<file path="src/rtl/led_mode_ctrl.sv">
// Push-button LED mode sequencer: synchroniser, debouncer, 4-mode FSM and paced blink/chase patterns.
// Optional long-press-to-OFF feature is enabled by defining LEDCTRL_LONGPRESS_EN.
module led_mode_ctrl #(
    parameter int unsigned DEBOUNCE_CYC  = 4,
    parameter int unsigned TICK_DIV      = 8,
    parameter int unsigned LONGPRESS_CYC = 32
) (
    input  logic       i_SCLK,
    input  logic       i_RESET_SYSB,
    input  logic       i_PMOD1_P1,
    output logic [3:0] o_LED,
    output logic [1:0] o_MODE,
    output logic       o_PRESS
);

    localparam int unsigned DB_W = (DEBOUNCE_CYC > 1) ? $clog2(DEBOUNCE_CYC) : 1;
    localparam int unsigned TK_W = (TICK_DIV > 1) ? $clog2(TICK_DIV) : 1;
    localparam logic [DB_W-1:0] DB_LAST = DB_W'(DEBOUNCE_CYC - 1);
    localparam logic [TK_W-1:0] TK_LAST = TK_W'(TICK_DIV - 1);

    typedef enum logic [1:0] {
        MODE_OFF   = 2'd0,
        MODE_ON    = 2'd1,
        MODE_BLINK = 2'd2,
        MODE_CHASE = 2'd3
    } mode_e;

    logic            sync1_q;
    logic            sync2_q;
    logic            stable_q;
    logic            stable_d;
    logic [DB_W-1:0] db_cnt_q;
    logic [DB_W-1:0] db_cnt_d;
    logic [TK_W-1:0] tick_cnt_q;
    logic [TK_W-1:0] tick_cnt_d;
    logic            press_s;
    logic            tick_s;
    logic            long_s;
    mode_e           mode_q;
    logic [3:0]      led_q;
    logic            press_q;

    // Elaboration-time guard against unusable parameter values.
    if ((DEBOUNCE_CYC < 2) || (TICK_DIV < 2) || (LONGPRESS_CYC < 1)) begin : g_bad_params
        $error("led_mode_ctrl: invalid parameter values");
    end

    // Debounce next-state: the stable level only moves after DEBOUNCE_CYC consecutive mismatches.
    always_comb begin
        stable_d = stable_q;
        db_cnt_d = db_cnt_q;
        if (sync2_q == stable_q) begin
            db_cnt_d = '0;
        end else if (db_cnt_q == DB_LAST) begin
            stable_d = sync2_q;
            db_cnt_d = '0;
        end else begin
            db_cnt_d = db_cnt_q + DB_W'(1);
        end
    end

    // A press is the falling transition of the debounced level; release produces nothing.
    assign press_s = stable_q & ~stable_d;
    assign tick_s  = (tick_cnt_q == TK_LAST);

    // Tick prescaler next-state; a mode change restarts the pattern period.
    always_comb begin
        tick_cnt_d = tick_cnt_q;
        if (press_s || long_s) begin
            tick_cnt_d = '0;
        end else if (tick_s) begin
            tick_cnt_d = '0;
        end else begin
            tick_cnt_d = tick_cnt_q + TK_W'(1);
        end
    end

`ifdef LEDCTRL_LONGPRESS_EN
    localparam int unsigned HD_W = $clog2(LONGPRESS_CYC + 1);
    localparam logic [HD_W-1:0] HD_MAX = HD_W'(LONGPRESS_CYC);

    logic [HD_W-1:0] hold_q;
    logic [HD_W-1:0] hold_d;

    // Hold counter saturates at the threshold so the forced OFF fires once per hold.
    always_comb begin
        hold_d = hold_q;
        if (stable_q) begin
            hold_d = '0;
        end else if (hold_q != HD_MAX) begin
            hold_d = hold_q + HD_W'(1);
        end else begin
            hold_d = hold_q;
        end
    end

    assign long_s = ~stable_q & (hold_q == (HD_MAX - HD_W'(1)));

    // Hold counter register.
    always_ff @(posedge i_SCLK) begin
        if (!i_RESET_SYSB) begin
            hold_q <= '0;
        end else begin
            hold_q <= hold_d;
        end
    end
`else
    assign long_s = 1'b0;
`endif

    // Input synchroniser, debounce state and tick prescaler registers.
    always_ff @(posedge i_SCLK) begin
        if (!i_RESET_SYSB) begin
            sync1_q    <= 1'b1;
            sync2_q    <= 1'b1;
            stable_q   <= 1'b1;
            db_cnt_q   <= '0;
            tick_cnt_q <= '0;
        end else begin
            sync1_q    <= i_PMOD1_P1;
            sync2_q    <= sync1_q;
            stable_q   <= stable_d;
            db_cnt_q   <= db_cnt_d;
            tick_cnt_q <= tick_cnt_d;
        end
    end

    // Mode FSM with registered LED pattern and press pulse; a press outranks a same-cycle tick.
    always_ff @(posedge i_SCLK) begin
        if (!i_RESET_SYSB) begin
            mode_q  <= MODE_OFF;
            led_q   <= 4'b0000;
            press_q <= 1'b0;
        end else begin
            press_q <= press_s;
            if (press_s) begin
                case (mode_q)
                    MODE_OFF: begin
                        mode_q <= MODE_ON;
                        led_q  <= 4'b1111;
                    end
                    MODE_ON: begin
                        mode_q <= MODE_BLINK;
                        led_q  <= 4'b1111;
                    end
                    MODE_BLINK: begin
                        mode_q <= MODE_CHASE;
                        led_q  <= 4'b0001;
                    end
                    MODE_CHASE: begin
                        mode_q <= MODE_OFF;
                        led_q  <= 4'b0000;
                    end
                    default: begin
                        mode_q <= MODE_OFF;
                        led_q  <= 4'b0000;
                    end
                endcase
            end else if (long_s) begin
                mode_q <= MODE_OFF;
                led_q  <= 4'b0000;
            end else if (tick_s) begin
                case (mode_q)
                    MODE_BLINK: led_q <= ~led_q;
                    MODE_CHASE: led_q <= {led_q[2:0], led_q[3]};
                    default:    led_q <= led_q;
                endcase
            end else begin
                led_q <= led_q;
            end
        end
    end

    assign o_LED   = led_q;
    assign o_MODE  = mode_q;
    assign o_PRESS = press_q;

endmodule

</file>
<file path="config.mk">
export PLATFORM = sky130hd
export DESIGN_NAME = led_mode_ctrl
export DESIGN_NICKNAME = d
export VERILOG_FILES = /design/src/rtl/led_mode_ctrl.sv
export SDC_FILE = /design/constraint.sdc
export NUM_CORES = 1
export LEC_CHECK = 0
export CAP_MARGIN = 20
export CORE_AREA = 2 2 39 41
export DETAILED_ROUTE_END_ITERATION = 12
export DIE_AREA = 0 0 41 43
export PLACE_DENSITY = 0.8
export SLEW_MARGIN = 15
export SYNTH_ARGS = -nofsm -noshare
export SYNTH_HDL_FRONTEND = slang
export SYNTH_SLANG_ARGS = --single-unit
export TNS_END_PERCENT = 30
</file>
<file path="constraint.sdc">
create_clock -name i_SCLK -period 4.33 [get_ports i_SCLK]
set_input_delay 1.299 -clock i_SCLK [delete_from_list [all_inputs] [get_ports i_SCLK]]
set_output_delay 1.299 -clock i_SCLK [all_outputs]
set_load 0.02 [all_outputs]
</file>
After elaboration in Yosys (flattened, before gate mapping)
Cells that the tools add are included.
- flip-flop bits (word level): 15
- input port bits: 3
- output and inout port bits: 7
- word-level logic and storage cells: 34
- add/sub/neg operators: 2
- eq/ne operators: 6
- muxes and demuxes: 7
- bitwise gates (word level): 4
- reduce and logical (&&, ||, !) cells: 7
- operators by type and width (cell ; number):
    $pmux 4 s3 ; 1
    $mux 4 ; 2
    $pmux 2 s4 ; 1
    $pmux 4 s2 ; 1
    $eq 2x2->1 const B ; 3
    $reduce_or 3->1 ; 2
    $not 4->4 ; 1
    $add 3x1->3 const B ; 1
    $eq 3x3->1 const B ; 1
    $reduce_bool 3->1 ; 1
    $add 2x1->2 const B ; 1
    $eq 2x1->1 const B ; 1
    $logic_not 2->1 ; 1
    $mux 1 ; 2
    $not 1->1 ; 2
    $reduce_and 2->1 ; 1
    $reduce_bool 2->1 ; 1
    $reduce_or 2->1 ; 1
    $and 1x1->1 ; 1
    $eq 1x1->1 ; 1

Depth between registers and ports, before layout
- word-level depth: 7
- mapped depth: 6
- gate-level depth less buffers: 6

Worst setup path before layout
No wires, ideal clock.
- path type: in2reg
- start point: input port i_RESET_SYSB
- end point: register led_q[1] (netlist: o_LED[1])
- setup time: 73 ps
- arrival time: 1810 ps
- data required time: 4257 ps
- setup slack: 2447 ps
- stages: 2
- buffers on the path: 0
- path through: or3b_4 o211ai_2
- RTL lines (element ; RTL line ; RTL):
    start: declaration ; 9 ; input logic i_RESET_SYSB,
    end signal: assignment ; 164 ; MODE_BLINK: led_q <= ~led_q;
    end signal: assignment ; 165 ; MODE_CHASE: led_q <= {led_q[2:0], led_q[3]};
    end signal: assignment ; 166 ; default: led_q <= led_q;
    end: declaration ; 40 ; logic [3:0] led_q;

Worst setup path after layout
- start point: register led_q[3] (netlist: o_LED[3])
- end point: output port o_LED[3]
- RTL lines (element ; RTL line ; RTL):
    end: declaration ; 11 ; output logic [3:0] o_LED,
No word-level cell between the ends.

==> impl_metrics.prom <==
# TYPE chip_impl_metric gauge
chip_impl_metric{name="max_clock_buf_depth",unit=""} 2
chip_impl_metric{name="detailroute.via_count",unit=""} 544
chip_impl_metric{name="half_perimeter_wire_length_after_detailed_placement",unit="µm"} 850
chip_impl_metric{name="sequential_cell_area",unit="µm²"} 300
chip_impl_metric{name="largest_net_degree_at_the_start_of_global_routing",unit=""} 16
chip_impl_info{name="synthTopCellsByCount",value="sky130_fd_sc_hd__dfxtp_1 (15), sky130_fd_sc_hd__ha_1 (6), sky130_fd_sc_hd__nor2_1 (6)"} 1
chip_impl_metric{name="first_iter_violations",unit=""} 14
chip_impl_metric{name="postCtsResizedCells",unit=""} 0
chip_impl_metric{name="placement_rows",unit=""} 14
chip_impl_metric{name="final_min_period_over_clock_period",unit=""} 0.602
chip_impl_metric{name="synth.yosys.warnings",unit=""} 0
chip_impl_metric{name="synthesis.nets",unit=""} 78
chip_impl_info{name="synthTopCellsByArea",value="sky130_fd_sc_hd__dfxtp_1 (44%), sky130_fd_sc_hd__ha_1 (11%), sky130_fd_sc_hd__o211ai_2 (3.7%), sky130_fd_sc_hd__nor2_1 (3.3%), sky130_fd_sc_hd__nand3_1 (3.0%)"} 1
chip_impl_metric{name="diodes",unit=""} 0
chip_impl_metric{name="finalNetCount",unit=""} 90
chip_impl_metric{name="clock_latency",unit="ns"} 0.29
chip_impl_metric{name="slew_violations",unit=""} 0
chip_impl_metric{name="timing_hold_violations_final",unit=""} 0
chip_impl_info{name="start_kind",value="register"} 1
chip_impl_metric{name="dr_wl_met3",unit="µm"} 55
chip_impl_metric{name="reg2reg_slack",unit="ns"} 2.76
chip_impl_metric{name="cts_hold_buffers",unit=""} 0
chip_impl_info{name="r2r_end",value="o_LED[1]"} 1
chip_impl_metric{name="grt_antenna_before_repair",unit=""} 0
chip_impl_metric{name="gpl.final_weighted_congestion",unit=""} 0.737
chip_impl_info{name="path_class",value="reg2out"} 1
chip_impl_metric{name="finish.instance_area",unit="µm²"} 801
chip_impl_metric{name="first_global_vias",unit=""} 458
chip_impl_metric{name="maxSlewHeadroom",unit=""} 0.725
chip_impl_metric{name="worstRegToRegCells",unit=""} 5
chip_impl_metric{name="crit_path_max_fanout",unit=""} 4
chip_impl_metric{name="synthesis.area_per_instance",unit="µm²"} 9.81
chip_impl_metric{name="dpl_cell_area",unit="µm²"} 774
chip_impl_metric{name="initial_core_util",unit=""} 0.489
chip_impl_metric{name="io_buffers",unit=""} 9
chip_impl_info{name="cts_root_buffer",value="sky130_fd_sc_hd__clkbuf_4"} 1
chip_impl_metric{name="edff_count_synth",unit=""} 0
chip_impl_metric{name="tritoncts.num_buffers",unit=""} 3
chip_impl_metric{name="proportion_of_power_drawn_by_flip_flops_and_latches",unit=""} 0.609
chip_impl_info{name="cp_top_family",value="buffers and inverters"} 1
chip_impl_metric{name="grt.overflow.total",unit=""} 0
chip_impl_metric{name="synth_cells",unit=""} 69
chip_impl_info{name="topRoutingLayerUsed",value="met4"} 1
chip_impl_metric{name="detail_route.wirelength",unit="mm"} 1.18
chip_impl_metric{name="power.density",unit="mW/mm²"} 293
chip_impl_metric{name="routed-wl-met2",unit="µm"} 602
chip_impl_info{name="timing.rr.start",value="tick_cnt_q[0]"} 1
chip_impl_info{name="yosysMostFrequentCell",value="sky130_fd_sc_hd__dfxtp_1"} 1
chip_impl_info{name="hold_start",value="sync1_q"} 1
chip_impl_metric{name="die_area",unit="mm²"} 0.00176
chip_impl_metric{name="yosys_register_bits",unit=""} 15
chip_impl_metric{name="worst_hold_path.num_cells",unit=""} 1
chip_impl_metric{name="internal-power",unit="mW"} 0.183
chip_impl_metric{name="timing.final.crit_period",unit="ns"} 2.61
chip_impl_metric{name="cp_data_required_time",unit="ns"} 3.03
chip_impl_metric{name="clkPwrFrac",unit=""} 0.353
chip_impl_info{name="worstHoldEndpoint",value="sync2_q"} 1
chip_impl_metric{name="tritoncts_num_sinks",unit=""} 15
chip_impl_metric{name="combinationalPowerShare",unit=""} 0.039
chip_impl_metric{name="power.net_switching",unit="mW"} 0.0519
chip_impl_metric{name="totalPowerFinal",unit="mW"} 0.235
chip_impl_metric{name="multi_input_comb_area",unit="µm²"} 357
chip_impl_metric{name="swShare",unit=""} 0.221
chip_impl_info{name="cpMaxStageDelayCell",value="sky130_fd_sc_hd__clkdlybuf4s50_1"} 1
chip_impl_metric{name="register_clock_pin_slew_on_the_reported_worst_setup_and_hold_paths",unit="ns"} 0.09
chip_impl_metric{name="ant_nets",unit=""} 0
chip_impl_metric{name="crit_arrival",unit="ns"} 1.31
chip_impl_metric{name="post_drt_via_cell_ratio",unit=""} 5.67
chip_impl_metric{name="placeableCoreArea",unit="mm²"} 0.00138
chip_impl_info{name="tritoncts",value="yes"} 1
chip_impl_metric{name="synth_async_reset_ratio",unit=""} 0
chip_impl_metric{name="grt.total_usage",unit=""} 0.162
chip_impl_metric{name="setup-violations-final",unit=""} 0
chip_impl_metric{name="htree_levels",unit=""} 1
chip_impl_metric{name="vdd_ir_drop_max",unit="mV"} 0.167
chip_impl_metric{name="global_route_wire_length_before_repair",unit="mm"} 1.87
chip_impl_metric{name="finalSetupTns",unit="ns"} 0
chip_impl_metric{name="drt_met1_wl",unit="µm"} 483
chip_impl_info{name="outcome",value="complete, no violations"} 1
chip_impl_metric{name="tightest_slew",unit="ns"} 0.411
chip_impl_info{name="synthDominantAreaCellType",value="sky130_fd_sc_hd__dfxtp_1"} 1
chip_impl_metric{name="detailedRoute.firstPassIterationCount",unit=""} 4
chip_impl_metric{name="io_pins",unit=""} 10
chip_impl_metric{name="critical-path-max-stage-delay",unit="ns"} 0.62
chip_impl_metric{name="yosys.area.top_type_share",unit=""} 0.444
chip_impl_metric{name="leakagePower",unit="nW"} 0.332
chip_impl_metric{name="fillCellCount",unit=""} 124
chip_impl_metric{name="floorplan.die.height",unit="µm"} 43
chip_impl_metric{name="maxCapViolCount",unit=""} 0
chip_impl_info{name="crit_chain",value="clkdlybuf4s50_1"} 1
chip_impl_info{name="rsz0062_at_grt",value="no"} 1
chip_impl_metric{name="synthToLayoutAreaGrowth",unit="%"} 18.3
chip_impl_metric{name="finalClockSkew",unit="ns"} 0.00342
chip_impl_info{name="worstHoldPathType",value="reg2reg"} 1
chip_impl_metric{name="routed_len_inst",unit="µm"} 12.3
chip_impl_metric{name="synth-seq-area-share",unit=""} 0.444
chip_impl_info{name="critical_path.endpoint_type",value="output pin"} 1
chip_impl_info{name="synth_flop_cell",value="sky130_fd_sc_hd__dfxtp_1"} 1
chip_impl_metric{name="synth_area",unit="µm²"} 677
chip_impl_metric{name="layout-drive-gt1-share",unit=""} 0.125
chip_impl_metric{name="maximum_frequency_from_static_timing_analysis",unit="GHz"} 0.384
chip_impl_metric{name="worstPathBufferInverterCount",unit=""} 1
chip_impl_metric{name="ys_types",unit=""} 30
chip_impl_metric{name="detail_route.drc_violations",unit=""} 0
chip_impl_metric{name="post-cts-setup-buffer-count",unit=""} 0
chip_impl_metric{name="floorplan.die.width",unit="µm"} 41
==> flip-flops by register name, indices dropped and copies added, names as in the netlist <==
register and flops:
stable_q 1, o_MODE 2, o_LED 4, sync1_q 1, sync2_q 1, db_cnt_q 2
o_PRESS 1, tick_cnt_q 3
==> layout by cell type (no fill, tap or decap), types with 2 or more instances in the layout <==
cell type                         count
sky130_fd_sc_hd__o21ai_0              3
sky130_fd_sc_hd__ha_1                 6
sky130_fd_sc_hd__nor2b_1              2
sky130_fd_sc_hd__clkdlybuf4s50_1      9
sky130_fd_sc_hd__clkbuf_4             3
sky130_fd_sc_hd__dfxtp_1             15
sky130_fd_sc_hd__o211ai_2             2
sky130_fd_sc_hd__nor2_1               6
sky130_fd_sc_hd__inv_1                2
sky130_fd_sc_hd__nor3b_1              2
sky130_fd_sc_hd__nand2_1              4
sky130_fd_sc_hd__nand2b_1             2
sky130_fd_sc_hd__nand3_1              4
sky130_fd_sc_hd__a21oi_1              3
==> how the worst max path moves through the flow <==
stage	endpoint	cells past startpoint	slack, ns	start
2_1_floorplan	o_LED[1]	2	2.45	i_RESET_SYSB
3_3_place_gp	o_LED[1]	3	1.65	i_RESET_SYSB
3_5_place_dp	o_LED[1]	3	1.62	i_RESET_SYSB
4_1_cts	o_LED[3]	1	1.71	o_LED[3]
5_1_grt	o_LED[3]	1	1.67	o_LED[3]
6_report	o_LED[3]	1	1.72	o_LED[3]
==> through the flow <==
stage	hold slack [ns]	setup WS, ns	cells	utilization
final	0.419	1.72	96	0.579
after global routing	0.435	1.67	96	0.579
after CTS	0.424	1.71	96	0.579
after detailed placement	0.402	1.62	92	0.560
after global placement	0.394	1.65	92	0.560
after floorplan	0.386	2.45	69	-
==> logic make-up after synthesis <==
kind of cell / count (synthesis) / share of synthesized area
compound gates: 13 / 0.137
xor+xnor: 1 / 0.0129
fa+ha+maj: 6 / 0.111
buf+inv: 4 / 0.0296
flops: 15 / 0.444
simple gates: 30 / 0.266
==> power by group through the flow <==
stage / Sequential [mW] / Clock [mW] / Combinational, mW
2_1_floorplan: 0.146 / 0 / 0.00628
3_3_place_gp: 0.146 / 0 / 0.00883
3_5_place_dp: 0.146 / 0 / 0.00935
4_1_cts: 0.143 / 0.0837 / 0.00924
5_1_grt: 0.143 / 0.0856 / 0.0104
6_report: 0.143 / 0.0827 / 0.00907
==> final cells by class <==
type / instances / area share
Clock buffer: 4 / 0.0328
Inverter: 2 / 0.00938
Timing Repair Buffer: 9 / 0.112
Multi-Input combinational cell: 50 / 0.445
Tap cell: 16 / 0.0250
Sequential cell: 15 / 0.375
==> per-layer routing <==
metal,track usage,up-vias
met2,0.256,16
met4,0.120,0
met1,0.178,258
met3,0.0314,5
met5,0,-
li1,-,265
Power figures use the tool's default switching activity.
